File: src/rtl/fios_res_collector_if.sv
// Result-path bundle for the FIOS collector: word-serial input stream from the
// last PE and the reduced-product valid/ready output.
interface fios_res_collector_if #(
  parameter int s      = 8,
  parameter int WORD_W = 17
);
  logic                  res_valid_i;
  logic [WORD_W-1:0]     res_i;
  logic [s*WORD_W-1:0]   res_o;
  logic                  res_valid_o;
  logic                  res_ready_i;

  // master: multiplier + consumer side; slave: the collector
  modport master (output res_valid_i, res_i, res_ready_i,
                  input  res_o, res_valid_o);
  modport slave  (input  res_valid_i, res_i, res_ready_i,
                  output res_o, res_valid_o);
endinterface

File: src/rtl/fios_res_collector.sv
// Reassembles the FIOS result stream (LSW first), applies the conditional
// final subtraction T - p one word per cycle, and holds T mod p for handshake.
module fios_res_collector #(
  parameter int s      = 8,
  parameter int WORD_W = 17
) (
  input  logic                  clock_i,
  input  logic                  reset_i,
  fios_res_collector_if.slave   bus,
  input  logic [s*WORD_W-1:0]   p_i,
  output logic                  busy_o,
  output logic                  overflow_err_o
);
  localparam int CW = (s > 1) ? $clog2(s) : 1;

  typedef enum logic [1:0] {COLLECT, SUB, OUT} state_t;
  typedef logic [s-1:0][WORD_W-1:0] words_t;

  state_t          state_q, state_d;
  logic [CW-1:0]   cnt_q, j_q;
  logic            borrow_q;
  words_t          t_buf_q, d_buf_q, res_q, res_sel, p_w;
  logic            res_valid_q, ovf_q;
  logic [WORD_W:0] diff;
  logic            last_word, last_sub, handshake;

  assign p_w       = p_i;
  assign last_word = bus.res_valid_i && (cnt_q == CW'(s-1));
  assign last_sub  = (j_q == CW'(s-1));
  assign handshake = res_valid_q && bus.res_ready_i;

  // bit WORD_W of the zero-extended difference is the outgoing borrow
  assign diff = {1'b0, t_buf_q[j_q]} - {1'b0, p_w[j_q]} - {{WORD_W{1'b0}}, borrow_q};

  // top word comes straight from this cycle's subtraction; borrow out means T < p
  always_comb begin
    res_sel        = d_buf_q;
    res_sel[s-1]   = diff[WORD_W-1:0];
    if (diff[WORD_W]) res_sel = t_buf_q;
  end

  always_ff @(posedge clock_i or posedge reset_i) begin
    if (reset_i) state_q <= COLLECT;
    else         state_q <= state_d;
  end

  always_comb begin
    state_d = state_q;
    case (state_q)
      COLLECT: if (last_word) state_d = SUB;
      SUB:     if (last_sub)  state_d = OUT;
      OUT:     if (handshake) state_d = COLLECT;
      default:                state_d = COLLECT;
    endcase
  end

  always_comb begin
    busy_o          = (state_q != COLLECT) || (cnt_q != '0);
    overflow_err_o  = ovf_q;
    bus.res_o       = res_q;
    bus.res_valid_o = res_valid_q;
  end

  always_ff @(posedge clock_i or posedge reset_i) begin
    if (reset_i) begin
      cnt_q       <= '0;
      j_q         <= '0;
      borrow_q    <= 1'b0;
      t_buf_q     <= '0;
      d_buf_q     <= '0;
      res_q       <= '0;
      res_valid_q <= 1'b0;
      ovf_q       <= 1'b0;
    end else begin
      case (state_q)
        COLLECT: begin
          if (bus.res_valid_i) begin
            t_buf_q[cnt_q] <= bus.res_i;
            if (last_word) begin
              cnt_q    <= '0;
              j_q      <= '0;
              borrow_q <= 1'b0;
            end else begin
              cnt_q <= cnt_q + 1'b1;
            end
          end
        end
        SUB: begin
          d_buf_q[j_q] <= diff[WORD_W-1:0];
          borrow_q     <= diff[WORD_W];
          if (last_sub) begin
            j_q         <= '0;
            res_q       <= res_sel;
            res_valid_q <= 1'b1;
          end else begin
            j_q <= j_q + 1'b1;
          end
        end
        OUT: if (handshake) res_valid_q <= 1'b0;
        default: ;
      endcase
      // a word landing outside COLLECT is dropped; the flag is sticky
      if ((state_q != COLLECT) && bus.res_valid_i) ovf_q <= 1'b1;
    end
  end
endmodule

File: src/flat_wrapper.sv
// flat-port wrapper written by rule: the top's interface ports become plain ports
module fios_res_collector_flat 
#(
  parameter int s      = 8,
  parameter int WORD_W = 17
)
  (clock_i, reset_i, p_i, busy_o, overflow_err_o, bus_res_valid_i, bus_res_i, bus_res_ready_i, bus_res_o, bus_res_valid_o);
  fios_res_collector_if #(.s(s), .WORD_W(WORD_W)) bus_i ();
  input  logic clock_i;
  input  logic reset_i;
  input  logic [s*WORD_W-1:0] p_i;
  output logic busy_o;
  output logic overflow_err_o;
  input wire logic [$bits(bus_i.res_valid_i)-1:0] bus_res_valid_i;
  input wire logic [$bits(bus_i.res_i)-1:0] bus_res_i;
  input wire logic [$bits(bus_i.res_ready_i)-1:0] bus_res_ready_i;
  output wire logic [$bits(bus_i.res_o)-1:0] bus_res_o;
  output wire logic [$bits(bus_i.res_valid_o)-1:0] bus_res_valid_o;
  assign bus_i.res_valid_i = bus_res_valid_i;
  assign bus_i.res_i = bus_res_i;
  assign bus_i.res_ready_i = bus_res_ready_i;
  assign bus_res_o = bus_i.res_o;
  assign bus_res_valid_o = bus_i.res_valid_o;
  fios_res_collector #(.s(s), .WORD_W(WORD_W)) u_core (.clock_i(clock_i), .reset_i(reset_i), .bus(bus_i), .p_i(p_i), .busy_o(busy_o), .overflow_err_o(overflow_err_o));
endmodule
File: config.mk
export PLATFORM = sky130hd
export DESIGN_NAME = fios_res_collector_flat
export DESIGN_NICKNAME = d
export VERILOG_FILES = /design/src/rtl/fios_res_collector_if.sv /design/src/rtl/fios_res_collector.sv /design/src/flat_wrapper.sv
export SDC_FILE = /design/constraint.sdc
export NUM_CORES = 1
export LEC_CHECK = 0
export CORE_ASPECT_RATIO = 1.2
export CORE_MARGIN = 2
export CORE_UTILIZATION = 30
export DETAILED_ROUTE_END_ITERATION = 10
export GPL_ROUTABILITY_DRIVEN = 0
export PLACE_DENSITY = 0.49
export SLEW_MARGIN = 20
export SYNTH_ARGS = -nofsm -noshare
export SYNTH_HDL_FRONTEND = slang
export SYNTH_SLANG_ARGS = --single-unit
export TNS_END_PERCENT = 5
File: constraint.sdc
create_clock -name clock_i -period 19.2 [get_ports clock_i]
set_input_delay 4.8 -clock clock_i [delete_from_list [all_inputs] [get_ports clock_i]]
set_output_delay 4.8 -clock clock_i [all_outputs]
set_load 0.1 [all_outputs]
==> flow_metrics.env, run 1 <==
export IMPL_routedWlPerCell_um=25.3
export IMPL_synth_warnings=0
export IMPL_ys_types=55
export IMPL_synth_async_sr_flop_share_pct=100
export IMPL_rsz0062_at_grt="false"
export IMPL_cts_tree="yes"
export IMPL_syn_avg_cell_area_um2=11.0
export IMPL_finalHoldViolations=0
export IMPL_yosysTopAreaCellShare_pct=51.4
export IMPL_die_height_um=284
export IMPL_hp_start="u_core.d_buf_q[0]"
export IMPL_drt_iter0_drc=789
export IMPL_vias=14800
export IMPL_critPathMaxFanout=126
export IMPL_fin_crit_sh_pct=47.0
export IMPL_cts_reportedPaths_clkPinSlew_ns=0.06
export IMPL_clk_latency_ns=0.57
export IMPL_overflow=0
export IMPL_vias_per_cell=5.10
export IMPL_ff2ff_setup_slack_ns=12.87
export IMPL_cts_root_buf="clkbuf_16"
export IMPL_cts_resized=0
export IMPL_nFillCells=6394
export IMPL_wl_um=73500
export IMPL_io_pins=296
export IMPL_grt_max_degree=127
export IMPL_min_path_type="reg2reg"
export IMPL_place_hpwl_um=52300
export IMPL_syn_inst=1778
export IMPL_p_per_area_mw_per_mm2=79.4
export IMPL_crit_path_start_kind="input port"
export IMPL_ys_seq_elements=402
export IMPL_dr_pass1_iters=5
export IMPL_ant_nets=0
export IMPL_die_x_um=237
export IMPL_synth_ff_type="dfrtp_1"
export IMPL_setup_viol=0
export IMPL_synth_nets=1972
export IMPL_cts_buffers=45
export IMPL_rows=102
export IMPL_status="finished, final reports clean"
export IMPL_grt_pass1_wl_um=108000
export IMPL_reg2reg_from="u_core.j_q[0]"
export IMPL_fp_dieArea_mm2=0.0673
export IMPL_mostFrequentLayoutCell="dfrtp_1"
export IMPL_ys_seq_area_share_pct=51.4
export IMPL_drive_gt1_share_pct=16.6
export IMPL_htreeDepth=2
export IMPL_fin_nets=2231
export IMPL_drc=0
export IMPL_timing_final_crit_period_ns=9.01
export IMPL_hold_buffers=0
export IMPL_start_util_pct=30.3
export IMPL_grt_pass1_vias=15300
export IMPL_antenna_found_initial=1
export IMPL_synthesis_area_mm2=0.0196
export IMPL_cts_sinks=402
export IMPL_grt_total_usage_pct=21.8
export IMPL_cts_max_path_buffers=3
export IMPL_fmax_ghz=0.111
export IMPL_finClkSkew_ns=0.0179
export IMPL_cts_setup_buffers=0
export IMPL_startpoint="p_i[93]"
export IMPL_power_leakage_nw=11.5
export IMPL_maxCapViolCount=0
export IMPL_synth_edf_count=0
export IMPL_synthTopCellsByArea="dfrtp_1 51%, mux2_2 13%, mux2i_1 9.4%, nand2_1 5.0%, o21ai_1 3.4%"
export IMPL_crit_type="in2reg"
export IMPL_portBuffers=295
export IMPL_core_area_mm2=0.0646
export IMPL_ir_drop_mv=0.0472
export IMPL_worst_slew_pin_slew_ns=1.15
export IMPL_end_kind="flop"
export IMPL_tns_ns=0
export IMPL_timing_max_transition_violations_final=0
export IMPL_critPathArrivalTime_ns=9.44
export IMPL_hold_worst_slack_ns=0.476
export IMPL_required_ns=19.62
export IMPL_syn_to_final_growth_pct=27.2
export IMPL_relSlewSlack_pct=23.5
export IMPL_yosys_area_top_type="dfrtp_1"
export IMPL_final_cell_mix="399 x dfrtp_1, 295 x clkdlybuf4s50_1, 256 x nand2_1"
power breakdown:
part / internal, mW / switching, mW
Combinational: 0.0895 / 0.140
Clock: 0.539 / 0.353
Sequential: 0.852 / 0.00210
per-stage QoR:
step                      area, um^2  total power [mW]  instances  setup WS [ns]  utilization (%)
after floorplan                19600             0.995       1778           3.22                -
after CTS                      24900              2.00       2899          10.28             38.5
after global placement         23400              1.10       2822           9.70             36.2
final                          24900              1.98       2900          10.19             38.5
after detailed placement       23400              1.10       2822           9.70             36.2
after global routing           24900              2.04       2899           9.90             38.5
kinds of logic after synthesis:
family                     share of synthesized area [%]
muxes                                               22.0
DFF                                                 51.4
xor gates and xnor gates                           0.672
AOI/OAI and AO/OA                                   11.5
adders and majority gates                           2.44
buffers and inverters                               3.66
and+or+nand+nor                                     8.28
critical path, stage by stage:
cell and delay [ns]:
clkdlybuf4s50_1 0.40, mux2_2 0.26, a221oi_1 0.25, o22ai_1 0.22
ha_1 0.36, inv_1 0.04, ha_1 0.43, a211oi_1 0.13
or3_1 0.37, a31oi_1 0.24, nor4_1 0.10, a21o_1 0.24
a211oi_4 0.28, buf_12 0.71, mux2i_1 0.46, o21ai_1 0.09
area by class of cell:
class	instances	area (um^2)	share of cell area [%]
multi-input cells	1217	8880	35.7
inverters	42	165	0.664
clock inverters	11	188	0.754
well taps	832	1040	4.18
diodes	1	2.50	0.0101
flip-flops and latches	402	10100	40.5
clock buffers	66	1320	5.29
repair buffers	329	3220	12.9
cells in the mapped netlist, types with 3 or more instances:
cell,number
nor2_1,52
nor2b_1,11
a22o_1,17
nand3b_1,4
or3_1,7
buf_8,7
o22ai_1,13
nand2_1,260
xnor2_1,8
mux2_2,220
buf_4,7
a221oi_1,21
nor3_1,7
a21oi_1,47
clkbuf_1,83
a22oi_1,20
o21ai_0,79
a21o_1,5
nand2b_1,5
ha_1,35
and2_1,4
a221o_1,6
inv_1,41
o311ai_1,3
xor2_1,7
and3_1,7
buf_2,6
a211oi_1,6
nand3_1,20
o22a_1,10
mux2i_1,183
o21ai_1,133
buf_1,13
dfrtp_1,402
final timing paths:
| path | endpoint | cells after the start |
|---|---|---|
| worst max-delay path | u_core.bus.res_o[18] | 16 |
| worst max register to register | u_core.bus.res_o[18] | 17 |
| max in group asynchronous | u_core.t_buf_q[133] | 5 |
| min in group asynchronous | u_core.bus.res_o[68] | 2 |
| worst min register to register | u_core.d_buf_q[0] | 2 |
| worst min-delay path | u_core.d_buf_q[0] | 2 |
layer usage:
layer  global-route usage, %  up-vias  part of all wire, %
met2                    36.8      404                   48
met4                    5.99        2                  2.7
met1                    29.1     7477                   44
li1                        -     6826                    -
met5                       0        -                0.015
met3                    3.22       94                  4.6
flip-flops by register name (all words and copies together) (netlist names):
signal and flops:
u_core.overflow_err_o 1, u_core.state_q 2, u_core.t_buf_q 136, u_core.bus.res_o 136, u_core.cnt_q 3, u_core.borrow_q 1
u_core.j_q 3, u_core.d_buf_q 119, u_core.bus.res_valid_o 1
Power figures use the tool's default switching activity.
==> run 2, diff against run 1 <==
--- a/config.mk
+++ b/config.mk
@@ -10,7 +10,7 @@
 export CORE_UTILIZATION = 30
 export DETAILED_ROUTE_END_ITERATION = 10
 export GPL_ROUTABILITY_DRIVEN = 0
-export PLACE_DENSITY = 0.49
+export PLACE_DENSITY = 0.51
 export SLEW_MARGIN = 20
 export SYNTH_ARGS = -nofsm -noshare
 export SYNTH_HDL_FRONTEND = slang
==> constraint.sdc (replaced) <==
create_clock -name clock_i -period 7.5 [get_ports clock_i]
set_input_delay 1.875 -clock clock_i [delete_from_list [all_inputs] [get_ports clock_i]]
set_output_delay 1.875 -clock clock_i [all_outputs]
set_load 0.1 [all_outputs]
==> run 2 against run 1 <==
  * Sequential cell count unchanged
  * Sequential power increased to 2.6 times the previous value
  * Via count rose by 0.67%
  * Critical path depth did not move
  * Cell count grew 0.24%
  * Core utilization hardly changed
  * Clock skew grew 0.013 ns
  * Critical endpoint is now u_core.bus.res_o[133]
==> flow_metrics.env, run 2 (same netlist as run 1, synthesis figures left out) <==
export IMPL_start_util_pct=30.3
export IMPL_cts_setup_buffers=0
export IMPL_crit_type="in2reg"
export IMPL_portBuffers=295
export IMPL_reg2reg_from="u_core.j_q[1]"
export IMPL_grt_pass1_wl_um=105000
export IMPL_dr_pass1_iters=5
export IMPL_p_sw_share_pct=25.7
export IMPL_core_area_mm2=0.0646
export IMPL_cts_buffers=43
export IMPL_crit_path_start_kind="input port"
export IMPL_startpoint="p_i[51]"
export IMPL_critPathMaxFanout=8
export IMPL_p_per_area_mw_per_mm2=197
export IMPL_cts_sinks=402
export IMPL_nFillCells=6336
export IMPL_required_ns=8.01
export IMPL_fmax_ghz=0.170
export IMPL_grt_total_usage_pct=21.3
export IMPL_hold_buffers=0
export IMPL_tns_ns=0
export IMPL_min_path_type="reg2reg"
export IMPL_final_cell_mix="399 x dfrtp_1, 295 x clkdlybuf4s50_1, 258 x nand2_1"
export IMPL_fin_cells=2907
export IMPL_place_hpwl_um=52000
export IMPL_wl_um=72600
export IMPL_die_height_um=284
export IMPL_power_leakage_nw=11.5
export IMPL_cts_resized=0
export IMPL_drc=0
export IMPL_finClkSkew_ns=0.0312
export IMPL_cts_reportedPaths_clkPinSlew_ns=0.06
export IMPL_pwr_share_comb_pct=12.0
export IMPL_critPathArrivalTime_ns=6.38
export IMPL_fp_dieArea_mm2=0.0673
export IMPL_fin_nets=2237
export IMPL_p_int_mw=3.65
export IMPL_vias=14900
export IMPL_cts_tree="yes"
export IMPL_grt_pass1_vias=15100
export IMPL_cts_max_path_buffers=3
export IMPL_switchingPower_mw=1.26
export IMPL_overflow=0
export IMPL_status="finished, final reports clean"
export IMPL_finalHoldViolations=0
export IMPL_syn_to_final_growth_pct=27.1
export IMPL_drt_iter0_drc=1053
export IMPL_setup_viol=0
export IMPL_vias_per_cell=5.13
export IMPL_dp_cells=2830
export IMPL_relSlewSlack_pct=20.9
export IMPL_fin_crit_sh_pct=78.2
export IMPL_die_x_um=237
export IMPL_mostFrequentLayoutCell="dfrtp_1"
export IMPL_met2_length_um=35200
export IMPL_worst_slew_pin_slew_ns=1.19
export IMPL_m1WireLength_um=31500
export IMPL_cts_root_buf="clkbuf_16"
export IMPL_p_total_mw=4.91
export IMPL_ir_drop_mv=0.140
export IMPL_clkPwrFrac_pct=43.5
export IMPL_timing_final_crit_period_ns=5.87
export IMPL_hp_start="u_core.d_buf_q[31]"
export IMPL_timing_max_transition_violations_final=0
export IMPL_maxCapViolCount=0
export IMPL_ant_nets=0
export IMPL_postLayoutCoreUtil_pct=38.5
export IMPL_finalInstanceArea_mm2=0.0249
export IMPL_io_pins=296
export IMPL_wl_met3_um=3660
export IMPL_clk_latency_ns=0.59
export IMPL_rows=102
export IMPL_power_frac_seq_pct=44.5
export IMPL_end_kind="flop"
export IMPL_maxUsedRoutingLayer="met4"
export IMPL_placed_area_mm2=0.0235
export IMPL_rsz0062_at_grt="false"
export IMPL_htreeDepth=2
export IMPL_antenna_found_initial=5
export IMPL_grt_max_degree=190
export IMPL_routedWlPerCell_um=25.0
export IMPL_drive_gt1_share_pct=16.4
## run 2: cell count changes in the layout (fill, tap and decap cells not counted), sizes merged
cell	previous run	this run
buf	34	42
bufinv	5	2
clkbuf	66	64
clkinv	5	8
clkinvlp	0	1
## run 2: power groups by stage
| stage | sequential, mW | clock, mW | combinational (mW) |
|---|---|---|---|
| 2_1_floorplan | 2.23 | 0 | 0.322 |
| 6_report | 2.19 | 2.13 | 0.591 |
| 4_1_cts | 2.18 | 2.18 | 0.595 |
| 3_5_place_dp | 2.22 | 0 | 0.594 |
| 5_1_grt | 2.19 | 2.26 | 0.633 |
| 3_3_place_gp | 2.22 | 0 | 0.589 |
## run 2: final timing paths
check | cells past startpoint | end | slack [ns]
max in group asynchronous | 3 | u_core.bus.res_o[86] | 4.35
worst min-delay path | 2 | u_core.d_buf_q[31] | 0.47
worst max-delay path | 16 | u_core.bus.res_o[133] | 1.63
worst max register to register | 17 | u_core.bus.res_o[0] | 1.77
min in group asynchronous | 2 | u_core.bus.res_o[72] | 1.77
worst min register to register | 2 | u_core.d_buf_q[31] | 0.47
## run 2: critical path, cell delays in order
cell and delay (ns):
clkdlybuf4s50_1 0.39, mux2_2 0.27, a22oi_1 0.17, o22a_1 0.15, o21ai_0 0.09, buf_4 0.21, fa_1 0.41, inv_1 0.11
fa_1 0.24, nor2b_1 0.08, o21ai_1 0.27, a221oi_1 0.24, o21a_1 0.31, o311ai_2 1.01, mux2i_1 0.32, o21ai_1 0.20
## run 2: stage by stage
step | hold slack (ns) | worst slack [ns]
after floorplan | 0.445 | 0.211
after global placement | 0.460 | 1.17
after detailed placement | 0.464 | 1.13
after CTS | 0.479 | 1.72
after global routing | 0.491 | 1.41
final | 0.474 | 1.63
## run 2: final cells by class
| class | instances | area, um^2 | area share [%] |
|---|---|---|---|
| Timing Repair Buffer | 337 | 3370 | 13.5 |
| Clock inverter | 12 | 129 | 0.518 |
| Sequential cell | 402 | 10100 | 40.5 |
| Clock buffer | 64 | 1260 | 5.05 |
| Tap cell | 832 | 1040 | 4.19 |
| Inverter | 42 | 161 | 0.649 |
| Antenna cell | 1 | 2.50 | 0.0101 |
| Multi-Input combinational cell | 1217 | 8840 | 35.6 |
## run 2: per-layer routing
layer	vias to the layer above	track usage, %
li1	6850	-
met1	7538	27.8
met2	425	36.0
met3	89	3.73
met4	0	6.49
met5	-	0
